File: config.mk
export PLATFORM = sky130hd
export DESIGN_NAME = fsb_pkt_fifo
export DESIGN_NICKNAME = d
export VERILOG_FILES = /design/src/rtl/fsb_pkt_fifo.sv
export SDC_FILE = /design/constraint.sdc
export NUM_CORES = 1
export LEC_CHECK = 0
export CAP_MARGIN = 0
export CORE_ASPECT_RATIO = 1.75
export CORE_UTILIZATION = 57
export CTS_BUF_LIST = sky130_fd_sc_hd__clkbuf_4 sky130_fd_sc_hd__clkbuf_8
export DETAILED_ROUTE_END_ITERATION = 7
export PLACE_DENSITY = 0.9
export REMOVE_ABC_BUFFERS = 1
export SETUP_SLACK_MARGIN = 0.02
export SYNTH_ARGS = -nofsm -noshare
export SYNTH_HDL_FRONTEND = slang
export SYNTH_SLANG_ARGS = --single-unit
File: constraint.sdc
create_clock -name clk_i -period 10 [get_ports clk_i]
set_input_delay 1 -clock clk_i [delete_from_list [all_inputs] [get_ports clk_i]]
set_output_delay 1 -clock clk_i [all_outputs]
set_load 0.05 [all_outputs]
File: src/rtl/fsb_pkt_fifo.sv
// Elastic FSB packet buffer: (DEPTH_P-1)-entry RAM plus one output register, registered ready/count/almost-full.
// Optional statistics counters are enabled by defining FSB_PKT_FIFO_STATS_EN.
module fsb_pkt_fifo #(
    parameter int WIDTH_P     = 80,
    parameter int DEPTH_P     = 16,
    parameter int AF_THRESH_P = 12
) (
    input  logic                         clk_i,
    input  logic                         reset_i,
    input  logic                         in_v_i,
    input  logic [WIDTH_P-1:0]           in_data_i,
    output logic                         in_ready_o,
    output logic                         out_v_o,
    output logic [WIDTH_P-1:0]           out_data_o,
    input  logic                         out_ready_i,
    input  logic                         flush_i,
    output logic [$clog2(DEPTH_P+1)-1:0] count_o,
    output logic                         almost_full_o
`ifdef FSB_PKT_FIFO_STATS_EN
    ,
    output logic [31:0]                  push_cnt_o,
    output logic [31:0]                  pop_cnt_o,
    output logic [31:0]                  stall_cnt_o
`endif
);

    localparam int CNT_W = $clog2(DEPTH_P + 1);
    localparam int RAM_D = DEPTH_P - 1;
    localparam int PTR_W = (RAM_D > 1) ? $clog2(RAM_D) : 1;
    localparam logic [PTR_W-1:0] LAST_PTR = PTR_W'(RAM_D - 1);

    logic [WIDTH_P-1:0] mem [RAM_D];
    logic [PTR_W-1:0]   wr_ptr, rd_ptr;
    logic [CNT_W-1:0]   ram_cnt;
    logic [CNT_W-1:0]   count_r;
    logic               out_v_r;
    logic [WIDTH_P-1:0] out_data_r;
    logic               in_ready_r;
    logic               af_r;

    logic               push, pop, load_out, ram_rd, bypass, ram_wr;
    logic [CNT_W-1:0]   count_next;

    // Valid/ready: a beat transfers on a cycle where valid and ready are both
    // high at the clock edge; valid never waits on ready, and a presented beat
    // holds its data until it transfers.
    always_comb begin
        push       = in_v_i & in_ready_r;
        pop        = out_v_r & out_ready_i;
        load_out   = ~out_v_r | pop;
        ram_rd     = load_out & (ram_cnt != '0);
        bypass     = load_out & (ram_cnt == '0) & push;
        ram_wr     = push & ~bypass;
        count_next = count_r + CNT_W'(push) - CNT_W'(pop);
    end

    function automatic logic [PTR_W-1:0] ptr_inc(input logic [PTR_W-1:0] p);
        return (p == LAST_PTR) ? '0 : p + 1'b1;
    endfunction

    // Storage array carries no reset; only the pointers define what is live.
    always_ff @(posedge clk_i) begin
        if (ram_wr && !flush_i)
            mem[wr_ptr] <= in_data_i;
    end

    always_ff @(posedge clk_i or posedge reset_i) begin
        if (reset_i) begin
            wr_ptr     <= '0;
            rd_ptr     <= '0;
            ram_cnt    <= '0;
            count_r    <= '0;
            out_v_r    <= 1'b0;
            out_data_r <= '0;
            in_ready_r <= 1'b0;
            af_r       <= 1'b0;
        end else if (flush_i) begin
            wr_ptr     <= '0;
            rd_ptr     <= '0;
            ram_cnt    <= '0;
            count_r    <= '0;
            out_v_r    <= 1'b0;
            out_data_r <= '0;
            in_ready_r <= 1'b0;
            af_r       <= 1'b0;
        end else begin
            if (ram_wr)
                wr_ptr <= ptr_inc(wr_ptr);
            if (ram_rd)
                rd_ptr <= ptr_inc(rd_ptr);
            ram_cnt <= ram_cnt + CNT_W'(ram_wr) - CNT_W'(ram_rd);
            // Output register refills in the pop cycle for full throughput;
            // with an empty RAM a push goes straight to it.
            if (load_out) begin
                if (ram_rd) begin
                    out_v_r    <= 1'b1;
                    out_data_r <= mem[rd_ptr];
                end else if (bypass) begin
                    out_v_r    <= 1'b1;
                    out_data_r <= in_data_i;
                end else begin
                    out_v_r    <= 1'b0;
                end
            end
            count_r    <= count_next;
            in_ready_r <= (count_next < CNT_W'(DEPTH_P));
            af_r       <= (count_next >= CNT_W'(AF_THRESH_P));
        end
    end

    assign in_ready_o    = in_ready_r;
    assign out_v_o       = out_v_r;
    assign out_data_o    = out_data_r;
    assign count_o       = count_r;
    assign almost_full_o = af_r;

`ifdef FSB_PKT_FIFO_STATS_EN
    logic [31:0] push_cnt_r, pop_cnt_r, stall_cnt_r;

    // Statistics survive flush; only reset clears them.
    always_ff @(posedge clk_i or posedge reset_i) begin
        if (reset_i) begin
            push_cnt_r  <= '0;
            pop_cnt_r   <= '0;
            stall_cnt_r <= '0;
        end else begin
            if (push)
                push_cnt_r <= push_cnt_r + 32'd1;
            if (pop)
                pop_cnt_r <= pop_cnt_r + 32'd1;
            if (in_v_i && !in_ready_r)
                stall_cnt_r <= stall_cnt_r + 32'd1;
        end
    end

    assign push_cnt_o  = push_cnt_r;
    assign pop_cnt_o   = pop_cnt_r;
    assign stall_cnt_o = stall_cnt_r;
`endif

endmodule

Yosys cells after proc, flatten, opt, wreduce, memory -nomap -nowiden
Memories as Yosys holds them, arrays and structs flattened.
Cells that the tools add are included.

operators by class
  add/subtract/negate cells = 6
  order comparisons = 2
  equality and inequality tests = 2
  multiplexer cells = 20
  bitwise operators = 9
  reductions and logical operators = 9

operator list
  operator                                                            count
  2-to-1 mux 80 bit                                                   4
  2-to-1 mux 4 bit                                                    6
  adder 5 x 1 -> 5 bit                                                2
  2-to-1 mux 5 bit                                                    2
  subtractor 5 x 1 -> 5 bit                                           2
  adder 4 x 1 -> 4 bit (second input constant)                        2
  == test 4 bit (second input constant)                               2
  2-to-1 mux 1 bit                                                    8
  bitwise AND 1 bit                                                   6
  nonzero test 2 bit                                                  3
  greater-or-equal comparator 5 x 4 -> 1 bit (second input constant)  1
  zero test 5 bit                                                     1
  less-than comparator 5 bit (second input constant)                  1
  nonzero test 5 bit                                                  1
  nonzero test 3 bit                                                  1
  NOT 1 bit                                                           2
  AND reduction 2 bit                                                 1
  logical AND 1 bit                                                   1
  zero test 1 bit                                                     1
  bitwise OR 1 bit                                                    1

word-level totals
  register bits after elaboration = 101
  bits in writable memories = 1200
  input bits = 85
  memories kept = 1

memory list
  name  depth  width  read ports  clocked after memory_dff  wr ports  RTL line  source
  mem   15     80     1           0                         1         32        logic [WIDTH_P-1:0] mem [RAM_D];

Logic depth before layout (Yosys ltp)
  depth in word-level cells = 9
  mapped depth = 17

Worst setup path before layout
Ideal clock, no wire load.

  path kind = input-to-reg
  from = in out_ready_i
  to = mem mem[4][0] (enable)
  library setup time = 743 ps
  arrival = 9928 ps
  data required time = 9257 ps
  slack = -671 ps
  stages on the path = 4
  cells stage by stage = nand2b_1 a21oi_1 nand2_1 nor4b_1

between the ends
  word-level cells in the longest chain between the ends = 9

RTL lines
  element                                 RTL line  source
  start, declared                         15        input logic out_ready_i,
  bitwise AND 1 bit                       49        pop = out_v_r & out_ready_i;
  bitwise OR 1 bit                        50        load_out = ~out_v_r | pop;
  bitwise AND 1 bit (2 in a row)          52        bypass = load_out & (ram_cnt == '0) & push;
  NOT 1 bit                               53        ram_wr = push & ~bypass;
  bitwise AND 1 bit                       53
  logical AND 1 bit                       63        if (ram_wr && !flush_i)
  2-to-1 mux 1 bit                        63
  2-to-1 mux 1 bit (implied by the code)  64        mem[wr_ptr] <= in_data_i;
  end, declared                           32

No other way between the ends.

Worst setup path after layout
  from = in in_v_i
  to = mem mem[10][49] (enable)

between the ends
  word-level cells in the longest chain between the ends = 7

RTL lines
  element                                   RTL line  source
  start, declared                           10        input logic in_v_i,
  bitwise AND 1 bit *                       48        push = in_v_i & in_ready_r;
  bitwise AND 1 bit                         52
  NOT 1 bit                                 53
  bitwise AND 1 bit *                       53
  logical AND 1 bit *                       63
  2-to-1 mux 1 bit *                        63
  2-to-1 mux 1 bit (implied by the code) *  64

Every way passes the cells marked *; elsewhere a longest branch is shown, timed or not.

==> out/metrics.yaml <==
setup_path:
  crit_fanout: 52
  crit_required_ps: 10450
  path_buf_inv: 5
  crit_type: "in -> reg"
  crit_slowest_cell: "buf_4"
  critPathLaunchType: "input pin"
  endpoint_kind: "flip-flop"
  r2r_slack_ps: 5360
  crit_path_max_incr_delay_ps: 930
  cp_top_family: "buffers and inverters"
  crit_chain: "clkdlybuf4s50_1, and2_2, buf_4, inv_1, a21oi_1, inv_1, nor3_1, nand2_1, nor2_4, buf_4"
  cp.arrival_ps: 5350
synthesis:
  synth-edff-count: 1200
  synth_compound_gate_area_share_pct: 6.54
  synth_seq_cells: 1301
  yosysSeqAreaShare_pct: 76.0
  ys.flop_type: "edfxtp_1"
  synth-simple-area-share_pct: 2.34
  synth_area_sq_um: 50700
  synth_xor_area_share_pct: 0.121
  synthAdderAreaFrac_pct: 0.400
  synth_warnings: 0
  async_reset_ff_share_pct: 7.76
  synth_top_family_by_area: "multiplexers"
  muxShareOfSynthArea_pct: 12.4
  synthCells: 2638
  synth_cell_types: 56
  avgSynthCellArea_sq_um: 19.2
global_route:
  grt_max_degree: 150
  grt_use_total_pct: 28.6
  grt_antenna_before_repair: 8
  grt_pass1_wl_microns: 185000
  grt_pass1_vias: 30000
  grt_overflow: 0
detailed_routing:
  drtIter0Drc: 3875
  avgViaCountPerCell: 6.81
  first_pass_iters: 6
  wl_met3_microns: 13000
  dr.max_layer_used: "met5"
  wirelength_microns: 126000
  avgRoutedWirePerCell_microns: 30.3
  wl_met2_microns: 65900
  drc: 0
  antenna_left: 0
  via_count: 28400
  met1_length_microns: 40000
sta:
  tightest_slew_ps: 1260
  final_hold_viol_count: 0
  clock.fmax_mhz: 204
  post-route-min-period_ps: 4900
  drv_slew: 0
  slew_headroom_pct: 15.9
  finalCritPeriodShare_pct: 49.0
  rsz0062_at_grt: "no"
  finalSetupViolations: 0
  fin_worst_skew_ps: 60.2
final_layout:
  area_growth_pct: 12.3
  final_nets: 2951
  fin_area_sq_um: 56900
  fin_util_pct: 64.6
  fill_cells: 5247
  drive_gt1_share_pct: 19.1
clocking:
  postCtsSetupRepairBufs: 0
  htree_levels: 4
  insertion_delay_ps: 890
  cts_tree: "yes"
  clockBufferDepth: 3
  cts.sinks: 1301
  cts_buffers: 167
  hold_buffers: 0
  clk_root_buffer_cell: "clkbuf_8"
  path_clk_slew_ps: 70
  postCtsResizedCells: 0
power:
  powerDensity_nw_per_um2: 250
  cellLeakagePower_nw: 17.9
  ir_drop_v: 0.000191
status:
  outcome: "completed"
placed_design:
  post_dp_cell_area_sq_um: 53400
  numPortBuffers: 172
  dp_hpwl_microns: 65600
  routabilityCongestion: 0.818
floorplan:
  initial_core_util_pct: 57.6
  core_area_sq_um: 88100
  die-width_microns: 227
  dieArea_sq_um: 90200
  row_count: 144
  die_h_microns: 397
  num_io_pins: 173
run:
  drv_cap: 0
worst_hold_path:
  min_path_type: "reg -> reg"
per-stage QoR:
stage	hold slack (ps)	cells	total power [mW]	setup WS, ps	setup TNS [ps]
final	484	4167	14.2	5100	0
after global placement	478	3850	9.97	4550	0
after detailed placement	480	3850	10.1	4390	0
after global routing	533	4166	14.7	5050	0
after CTS	494	4162	14.2	5240	0
after floorplan	554	2466	9.70	-6230	-575320
final timing paths:
path,startpoint,to,cells past startpoint
max in group asynchronous,reset_i,rd_ptr[1]$_DFFE_PP0P_,3
min reg2reg,out_data_o[64]$_DFFE_PP0P_,out_data_o[64]$_DFFE_PP0P_,2
min in group asynchronous,reset_i,out_data_o[2]$_DFFE_PP0P_,2
min,out_data_o[64]$_DFFE_PP0P_,out_data_o[64]$_DFFE_PP0P_,2
max reg2reg,in_ready_o$_DFF_PP0_,mem[10][49]$_DFFE_PP_,9
max,in_v_i,mem[10][49]$_DFFE_PP_,10
report_power, final:
part           leakage, nW  switching [mW]  internal [mW]
logic                 3.96            2.27           1.44
clock network         1.86            2.01           2.09
registers             12.1           0.275           6.15
total                 17.9            4.56           9.67
worst register-to-register path, delay by kind of cell (launching register included):
family	cells	cell delay, ps
flip-flops	1	350
buffers and inverters	4	1930
AO/OA/AOI/OAI	1	320
AND/OR/NAND/NOR	4	1600
layout make-up:
cell class                      instances  area (sq um)  area share, %
Sequential cell                      1301         38600           67.8
Multi-Input combinational cell       1144         11200           19.6
Clock buffer                          227          2840           4.99
Timing Repair Buffer                  216          2090           3.67
Tap cell                             1168          1460           2.57
Clock inverter                         85           686           1.20
Inverter                               21          83.8          0.147
Antenna cell                            5          12.5         0.0220
cell families after synthesis:
logic type               after synthesis
adder cells (fa/ha/maj)               15
buffers and inverters                193
flip-flops                          1301
AO/OA/AOI/OAI                        486
multiplexers                         396
XOR/XNOR                               7
AND/OR/NAND/NOR                      240
state kept, by name (all words and copies together) (netlist names):
register and cells:
almost_full_o 1, count_o 5, in_ready_o 1, mem 1200
out_data_o 80, out_v_o 1, ram_cnt 5, rd_ptr 4
wr_ptr 4
synth_stat cells (17+ instances only):
master,n,share of area (%)
buf_2,29,0.29
nor2_1,54,0.40
clkbuf_1,82,0.61
a22o_1,17,0.29
mux4_2,183,8.1
a211oi_1,44,0.65
edfxtp_1,1200,71
nand2_1,79,0.58
nor2b_1,54,0.67
nor3_1,17,0.17
a22oi_1,31,0.46
o32ai_1,31,0.54
dfrtp_1,101,5.0
a221oi_1,46,0.79
buf_6,19,0.42
buf_4,24,0.36
inv_1,20,0.15
mux2_2,31,0.69
a21oi_1,115,1.1
o221ai_1,43,0.74
mux2i_1,182,3.6
o21ai_0,88,0.87
layout by cell type (no fill, tap or decap), drive strengths merged, types with 29 or more instances in the layout:
master | netlist | final
inv | 20 | 29
mux4 | 183 | 183
buf | 88 | 45
clkinv | 1 | 65
o221ai | 43 | 43
a22oi | 31 | 31
nor2b | 54 | 54
o32ai | 31 | 31
a221oi | 46 | 46
mux2i | 182 | 182
clkbuf | 84 | 227
clkdlybuf4s50 | 0 | 171
a21oi | 116 | 116
nand2 | 80 | 80
a211oi | 44 | 44
o21ai | 96 | 96
edfxtp | 1200 | 1200
nor2 | 56 | 56
mux2 | 31 | 31
dfrtp | 101 | 101
layer usage:
layer	track usage, %	vias to the layer above
met3	6.44	538
met4	18.0	8
met1	32.8	14300
met5	0	-
li1	-	11300
met2	48.3	2315
No activity file was read; power rests on OpenSTA's default activity.
